`src/rtl/ib_fetch_ctrl_pkg.sv`:
```
// Shared widths and state type for the fetch scheduler, instruction buffer and fetch stage.
package ib_fetch_ctrl_pkg;

    localparam int unsigned IF_WIDTH     = 2;
    localparam int unsigned ID_WIDTH     = 2;
    localparam int unsigned BUFFER_SIZE  = 16;
    localparam int unsigned MAX_INFLIGHT = 4;

    localparam int unsigned CREDIT_W   = $clog2(BUFFER_SIZE) + 1;
    localparam int unsigned INFLIGHT_W = $clog2(MAX_INFLIGHT) + 1;
    localparam int unsigned RESP_NUM_W = $clog2(IF_WIDTH) + 1;
    localparam int unsigned ACCEPT_W   = $clog2(ID_WIDTH) + 1;

    typedef enum logic [0:0] {
        RUN   = 1'b0,
        DRAIN = 1'b1
    } ib_fetch_state_t;

endpackage

```
`src/rtl/ib_credit_counter.sv`:
```
// Saturating up/down counter with synchronous load; flags an attempt to exceed MAX_VAL.
module ib_credit_counter #(
    parameter int unsigned WIDTH     = 5,
    parameter int unsigned MAX_VAL   = 16,
    parameter int unsigned RESET_VAL = 16
) (
    input  logic             clk,
    input  logic             rst_n,
    input  logic             load,
    input  logic [WIDTH-1:0] load_val,
    input  logic [WIDTH-1:0] inc,
    input  logic [WIDTH-1:0] dec,
    output logic [WIDTH-1:0] count,
    output logic             overflow_c
);

    // Two guard bits: the top bit is set only when the net result went negative.
    localparam int unsigned EW = WIDTH + 2;

    logic [EW-1:0]    sum_c;
    logic [WIDTH-1:0] count_d;

    always_comb begin
        sum_c      = EW'(count) + EW'(inc) - EW'(dec);
        overflow_c = 1'b0;
        count_d    = count;
        if (load) begin
            count_d = load_val;
        end else if (sum_c[EW-1]) begin
            count_d = '0;
        end else if (sum_c > EW'(MAX_VAL)) begin
            count_d    = WIDTH'(MAX_VAL);
            overflow_c = 1'b1;
        end else begin
            count_d = sum_c[WIDTH-1:0];
        end
    end

    always_ff @(posedge clk or negedge rst_n) begin
        if (!rst_n) begin
            count <= WIDTH'(RESET_VAL);
        end else begin
            count <= count_d;
        end
    end

endmodule

```
`src/rtl/ib_fetch_ctrl.sv`:
```
// Credit-based fetch scheduler: issues fetch groups only when a full group has a buffer slot,
// and after a backend flush discards all in-flight responses before fetching again.
module ib_fetch_ctrl
    import ib_fetch_ctrl_pkg::*;
(
    input  logic                  clk,
    input  logic                  rst_n,
    output logic                  fetch_req_o,
    input  logic                  fetch_ready_i,
    input  logic                  fetch_resp_valid_i,
    input  logic [RESP_NUM_W-1:0] fetch_resp_num_i,
    output logic                  ib_write_en_o,
    input  logic [ACCEPT_W-1:0]   backend_accept_num_i,
    input  logic                  backend_flush_i,
    output logic [CREDIT_W-1:0]   credit_o,
    output logic [INFLIGHT_W-1:0] inflight_o,
    output logic                  draining_o,
    output logic                  error_o
);

    localparam logic [0:0] ST_RUN   = 1'(RUN);
    localparam logic [0:0] ST_DRAIN = 1'(DRAIN);

    logic [0:0]            state_q;
    logic [0:0]            state_d;
    logic                  issue_c;
    logic                  resp_hit_c;
    logic                  resp_orphan_c;
    logic [CREDIT_W-1:0]   resp_unused_c;
    logic [INFLIGHT_W-1:0] inflight_after_c;
    logic                  credit_load_c;
    logic [CREDIT_W-1:0]   credit_inc_c;
    logic [CREDIT_W-1:0]   credit_dec_c;
    logic [INFLIGHT_W-1:0] inflight_inc_c;
    logic [INFLIGHT_W-1:0] inflight_dec_c;
    logic                  credit_ovf_c;
    logic                  inflight_ovf_c;

    // A response only counts against a real outstanding group; otherwise it is an error.
    assign resp_hit_c       = fetch_resp_valid_i && (inflight_o != '0);
    assign resp_orphan_c    = fetch_resp_valid_i && (inflight_o == '0);
    assign inflight_after_c = inflight_o - INFLIGHT_W'(resp_hit_c);
    assign resp_unused_c    = (fetch_resp_num_i <= RESP_NUM_W'(IF_WIDTH))
                            ? CREDIT_W'(IF_WIDTH) - CREDIT_W'(fetch_resp_num_i) : '0;

    always_ff @(posedge clk or negedge rst_n) begin
        if (!rst_n) begin
            state_q <= ST_RUN;
        end else begin
            state_q <= state_d;
        end
    end

    // Next-state, request gating and counter deltas.
    always_comb begin
        state_d        = state_q;
        fetch_req_o    = 1'b0;
        ib_write_en_o  = 1'b0;
        issue_c        = 1'b0;
        credit_load_c  = 1'b0;
        credit_inc_c   = '0;
        credit_dec_c   = '0;
        inflight_inc_c = '0;
        inflight_dec_c = INFLIGHT_W'(resp_hit_c);
        if (backend_flush_i) begin
            credit_load_c = 1'b1;
            state_d       = (inflight_after_c != '0) ? ST_DRAIN : ST_RUN;
        end else if (state_q == ST_RUN) begin
            fetch_req_o    = rst_n && (credit_o >= CREDIT_W'(IF_WIDTH))
                           && (inflight_o < INFLIGHT_W'(MAX_INFLIGHT));
            issue_c        = fetch_req_o && fetch_ready_i;
            ib_write_en_o  = resp_hit_c;
            credit_inc_c   = CREDIT_W'(backend_accept_num_i)
                           + (resp_hit_c ? resp_unused_c : CREDIT_W'(0));
            credit_dec_c   = issue_c ? CREDIT_W'(IF_WIDTH) : CREDIT_W'(0);
            inflight_inc_c = INFLIGHT_W'(issue_c);
        end else begin
            if (inflight_after_c == '0) begin
                state_d = ST_RUN;
            end
        end
    end

    ib_credit_counter #(
        .WIDTH     (CREDIT_W),
        .MAX_VAL   (BUFFER_SIZE),
        .RESET_VAL (BUFFER_SIZE)
    ) u_credit (
        .clk        (clk),
        .rst_n      (rst_n),
        .load       (credit_load_c),
        .load_val   (CREDIT_W'(BUFFER_SIZE)),
        .inc        (credit_inc_c),
        .dec        (credit_dec_c),
        .count      (credit_o),
        .overflow_c (credit_ovf_c)
    );

    ib_credit_counter #(
        .WIDTH     (INFLIGHT_W),
        .MAX_VAL   (MAX_INFLIGHT),
        .RESET_VAL (0)
    ) u_inflight (
        .clk        (clk),
        .rst_n      (rst_n),
        .load       (1'b0),
        .load_val   ('0),
        .inc        (inflight_inc_c),
        .dec        (inflight_dec_c),
        .count      (inflight_o),
        .overflow_c (inflight_ovf_c)
    );

    always_ff @(posedge clk or negedge rst_n) begin
        if (!rst_n) begin
            error_o <= 1'b0;
        end else begin
            error_o <= error_o | resp_orphan_c | credit_ovf_c | inflight_ovf_c;
        end
    end

    assign draining_o = (state_q == ST_DRAIN);

endmodule

```
`config.mk`:
```
export PLATFORM = sky130hd
export DESIGN_NAME = ib_fetch_ctrl
export DESIGN_NICKNAME = d
export VERILOG_FILES = /design/src/rtl/ib_fetch_ctrl_pkg.sv /design/src/rtl/ib_credit_counter.sv /design/src/rtl/ib_fetch_ctrl.sv
export SDC_FILE = /design/constraint.sdc
export NUM_CORES = 1
export LEC_CHECK = 0
export BUFFER_PORTS_ARGS = -buffer_cell sky130_fd_sc_hd__buf_2
export CAP_MARGIN = 10
export CORE_AREA = 2 2 71 73
export CTS_CLUSTER_SIZE = 8
export DETAILED_ROUTE_END_ITERATION = 10
export DIE_AREA = 0 0 73 75
export GPL_TIMING_DRIVEN = 0
export SYNTH_ARGS = -nofsm -noshare
export SYNTH_HDL_FRONTEND = slang
export SYNTH_HIERARCHICAL = 1
export SYNTH_SLANG_ARGS = --single-unit
```
`constraint.sdc`:
```
create_clock -name clk -period 10.1 [get_ports clk]
set_input_delay 0 -clock clk [delete_from_list [all_inputs] [get_ports clk]]
set_output_delay 0 -clock clk [all_outputs]
set_load 0.05 [all_outputs]
```
==> PnR_summary.wiki <==
{| class="wikitable"
! Metric !! Value
|-
| Wire length per cell || 10.1 µm
|-
| Core region area || 0.00466 mm²
|-
| Initial core utilization || 27.2%
|-
| Critical Path Sink || error_o
|-
| Setup repair after global routing missed its margin || no
|-
| Number of flops mapped to enable cells by yosys || 0
|-
| Clk sinks || 10
|-
| Post-synthesis register bit count || 10
|-
| Worst skew pair latency || 0.23 ns
|-
| Mux share of post-synthesis cell area || 0%
|-
| Cell accounting for the most synthesized area || dfrtp_1
|-
| Post-synthesis xor/xnor area fraction || 2.76%
|-
| Final weighted congestion in routability-driven placement || 0.740
|-
| Post-route non-filler standard cell count || 247
|-
| Final setup violation count || 0
|-
| Dominant register cell in the synthesized netlist || dfrtp_1
|-
| Simple-gate portion of the synthesized area || 21.4%
|-
| Type of element capturing the critical path || flip-flop
|-
| Classification of the worst setup path || reg -> reg
|-
| Summed instance area of the synthesized netlist || 0.00127 mm²
|-
| Number of H-tree levels || 1
|-
| Detailed-router iteration count before antenna repair || 4
|-
| Die area || 0.00548 mm²
|-
| Overall Global Routing Usage || 10.8%
|-
| Largest fanout on the critical path || 6
|-
| Average via count per standard cell || 4.21
|-
| Detailed Route Iter0 Violations || 36
|-
| Number of nets still failing antenna checks after routing || 0
|-
| Top Ports || 21
|-
| Detailed-route wire length || 2490 µm
|-
| Total via count after detailed routing || 1,040
|-
| Longest individual stage delay on the worst path || 0.53 ns
|-
| Run status || complete, no violations
|-
| Cells traversed along the worst timing path || o31ai_2 > nor3b_1 > ha_1 > inv_1 > fa_1 > ha_1 > nor3_1 > inv_1 > fa_1 > inv_1 > ha_1 > nor2b_4 > o21ai_2 > nand2b_2 > and2_4 > a2111o_1 > a31oi_1 > a2111o_1
|-
| Total Power || 0.000397 W
|-
| Worst hold-check path type || in -> reg
|-
| Async set-or-reset flop fraction in the synthesized netlist || 100%
|-
| Adder-Cell Fraction of Synth Area || 27.0%
|-
| Max VDD drop || 0.0000510 V
|-
| Number of buffers added on ports || 20
|-
| Number of distinct library cells after synthesis || 46
|-
| Reg2Reg Setup Slack || 6.01 ns
|-
| Number of synthesis warnings || 6
|-
| Number of diodes || 0
|-
| Worst-path cell with the longest stage delay || fa_1
|-
| Instance count of the mapped netlist || 145
|-
| Area share of the largest cell type after synthesis || 17.8%
|-
| Number of buffers created by CTS || 3
|-
| Max-slew violation count || 0
|-
| Count of endpoints failing hold in the final timing report || 0
|-
| Area fraction in compound gates after synthesis || 16.8%
|-
| Timing startpoint of the critical path || u_inflight/count[2]
|-
| Data required time of the critical path || 10.27 ns
|-
| Count of nets after finishing || 225
|-
| Final core area utilization || 33.9%
|-
| Setup TNS || 0 ns
|-
| Clk Tree Root Cell || clkbuf_8
|-
| Period minus WS final || 4.09 ns
|-
| Setup clock skew after layout || 0.00394 ns
|-
| Number of max-cap violations || 0
|-
| R2r worst-path depth || 18
|-
| Residual overflow from global routing || 0
|-
| Fmax achieved || 244 MHz
|-
| Pin count of the biggest net entering global routing || 12
|-
| Clock-pin slew on the worst setup and hold paths || 0.05 ns
|-
| Buffer and inverter count on the worst path || 3
|-
| Chip Height || 75 µm
|-
| Standard-cell rows || 25
|-
| Final design instance area without fill || 0.00158 mm²
|-
| Synthesized area divided by synthesized cell count || 8.75 µm²
|-
| Horiz. Die Dim || 73 µm
|-
| Clock tree from TritonCTS || yes
|-
| Top cells by area in the synthesized netlist || dfrtp_1 (18%), fa_1 (14%), ha_1 (13%), inv_1 (11%), o31ai_2 (3.0%)
|-
| Half-perimeter wire length after placement || 2150 µm
|-
| Reg-to-Reg Start || u_inflight/count[2]
|-
| Main combinational cell family by area after synthesis || adder cells
|-
| Leakage power figure || 0.797 nW
|-
| Antenna violations before repair || 0
|-
| Ratio of total power to cell area || 251 mW/mm²
|-
| DRC violations left || 0
|-
| Placed inst area || 0.00152 mm²
|-
| Number of cells on the critical path || 18
|-
| Sort of element at the start of the critical path || flip-flop
|-
| CP top delay family || adder cells
|-
| CP Data Arrival Time || 4.27 ns
|-
| Ratio of final minimum period to clock period || 40.5%
|-
| Layout-stage area growth over the synthesis result || 24.4%
|-
| Share of post-route cells with drive strength above 1 || 19.7%
|-
| Placed cell count || 242
|-
| Number of buffers on the longest clock path || 2
|-
| Wire length of the first global-routing pass || 4500 µm
|-
| Worst R2R End || error_o
|-
| Number of buffers inserted to repair setup after CTS || 0
|-
| Vias in the first global route || 1,004
|-
| Sequential element share of the synthesized area || 19.8%
|}
[timing repair]
action,CTS,global route
hold endpoints to repair,10,0
resized for setup,0,0
hold buffers,1,0
[routing by layer]
layer	vias up	global-route usage [%]	part of all wire [%]
met4	0	2.47	0.40
li1	545	-	-
met2	17	17.2	46
met1	476	14.4	48
met5	-	0	0
met3	2	3.21	4.6
[layout make-up]
class                      count  area (µm²)
sequential                    10         251
fill                         499        3080
tap                           54        67.6
multi-input combinational    119         956
buffer                         1        5.00
clock buffer                   4        45.0
timing repair buffer          21         110
inverter                      38         143
[metrics by stage]
step / setup WS [ns] / hold slack (ns)
CTS: 5.93 / 0.0285
finish: 6.01 / 0.0254
detailed placement: 5.96 / -0.119
floorplan: 5.99 / -0.296
global placement: 6.01 / -0.122
global route: 5.75 / 0.0385
[worst min-delay path by stage]
stage | start | to | slack (ns) | cells past startpoint
floorplan | rst_n | draining_o | -0.30 | 0
global placement | rst_n | error_o | -0.12 | 1
detailed placement | rst_n | error_o | -0.12 | 1
CTS | fetch_resp_valid_i | error_o | 0.03 | 2
global route | fetch_resp_valid_i | error_o | 0.04 | 2
finish | fetch_resp_valid_i | error_o | 0.03 | 2
[sequential cells by signal, indices dropped and copies added, names as in the netlist]
| signal | count |
|---|---|
| u_inflight/count | 3 |
| u_credit/count | 5 |
| error_o | 1 |
| draining_o | 1 |
[synthesized netlist by cell type, drive strengths merged (2+ instances only)]
library cell / count
conb: 2
xor2: 2
nand3: 2
nor4: 2
and3b: 2
dfrtp: 9
nand2b: 4
a2111o: 2
fa: 9
a31oi: 3
ha: 13
inv: 38
a21oi: 7
nor2: 4
o31ai: 5
nor3: 4
and2: 4
xnor2: 2
nor2b: 5
nand2: 8
o21ai: 3
[cells by family (layout without fill, tap and decap cells)]
| group | after synthesis | in the layout |
|---|---|---|
| AND/OR/NAND/NOR | 43 | 43 |
| XOR/XNOR | 4 | 4 |
| flip-flops | 10 | 10 |
| adder cells (fa/ha/maj) | 22 | 22 |
| AO/OA/AOI/OAI | 25 | 25 |
| buffers and inverters | 39 | 64 |
| other | 2 | 25 |
[cells in the final DEF (no fill, tap or decap), drive strengths merged, types with 2 or more instances in the layout]
cell	count
nor2b	5
a21oi	7
xnor2	2
nand2	8
nor4	2
conb	25
nor2	4
inv	38
and2	4
a2111o	2
nand3	2
dfrtp	9
nand2b	4
ha	13
o31ai	5
o21ai	3
buf	20
and3b	2
fa	9
xor2	2
nor3	4
a31oi	3
clkbuf	5
[power breakdown]
group	switching [W]	internal, W
sequential	0.0000148	0.0000532
combinational	0.000176	0.000111
clock	0.0000144	0.0000275
total	0.000205	0.000192
Note: power is estimated with default switching activity, not from simulation.
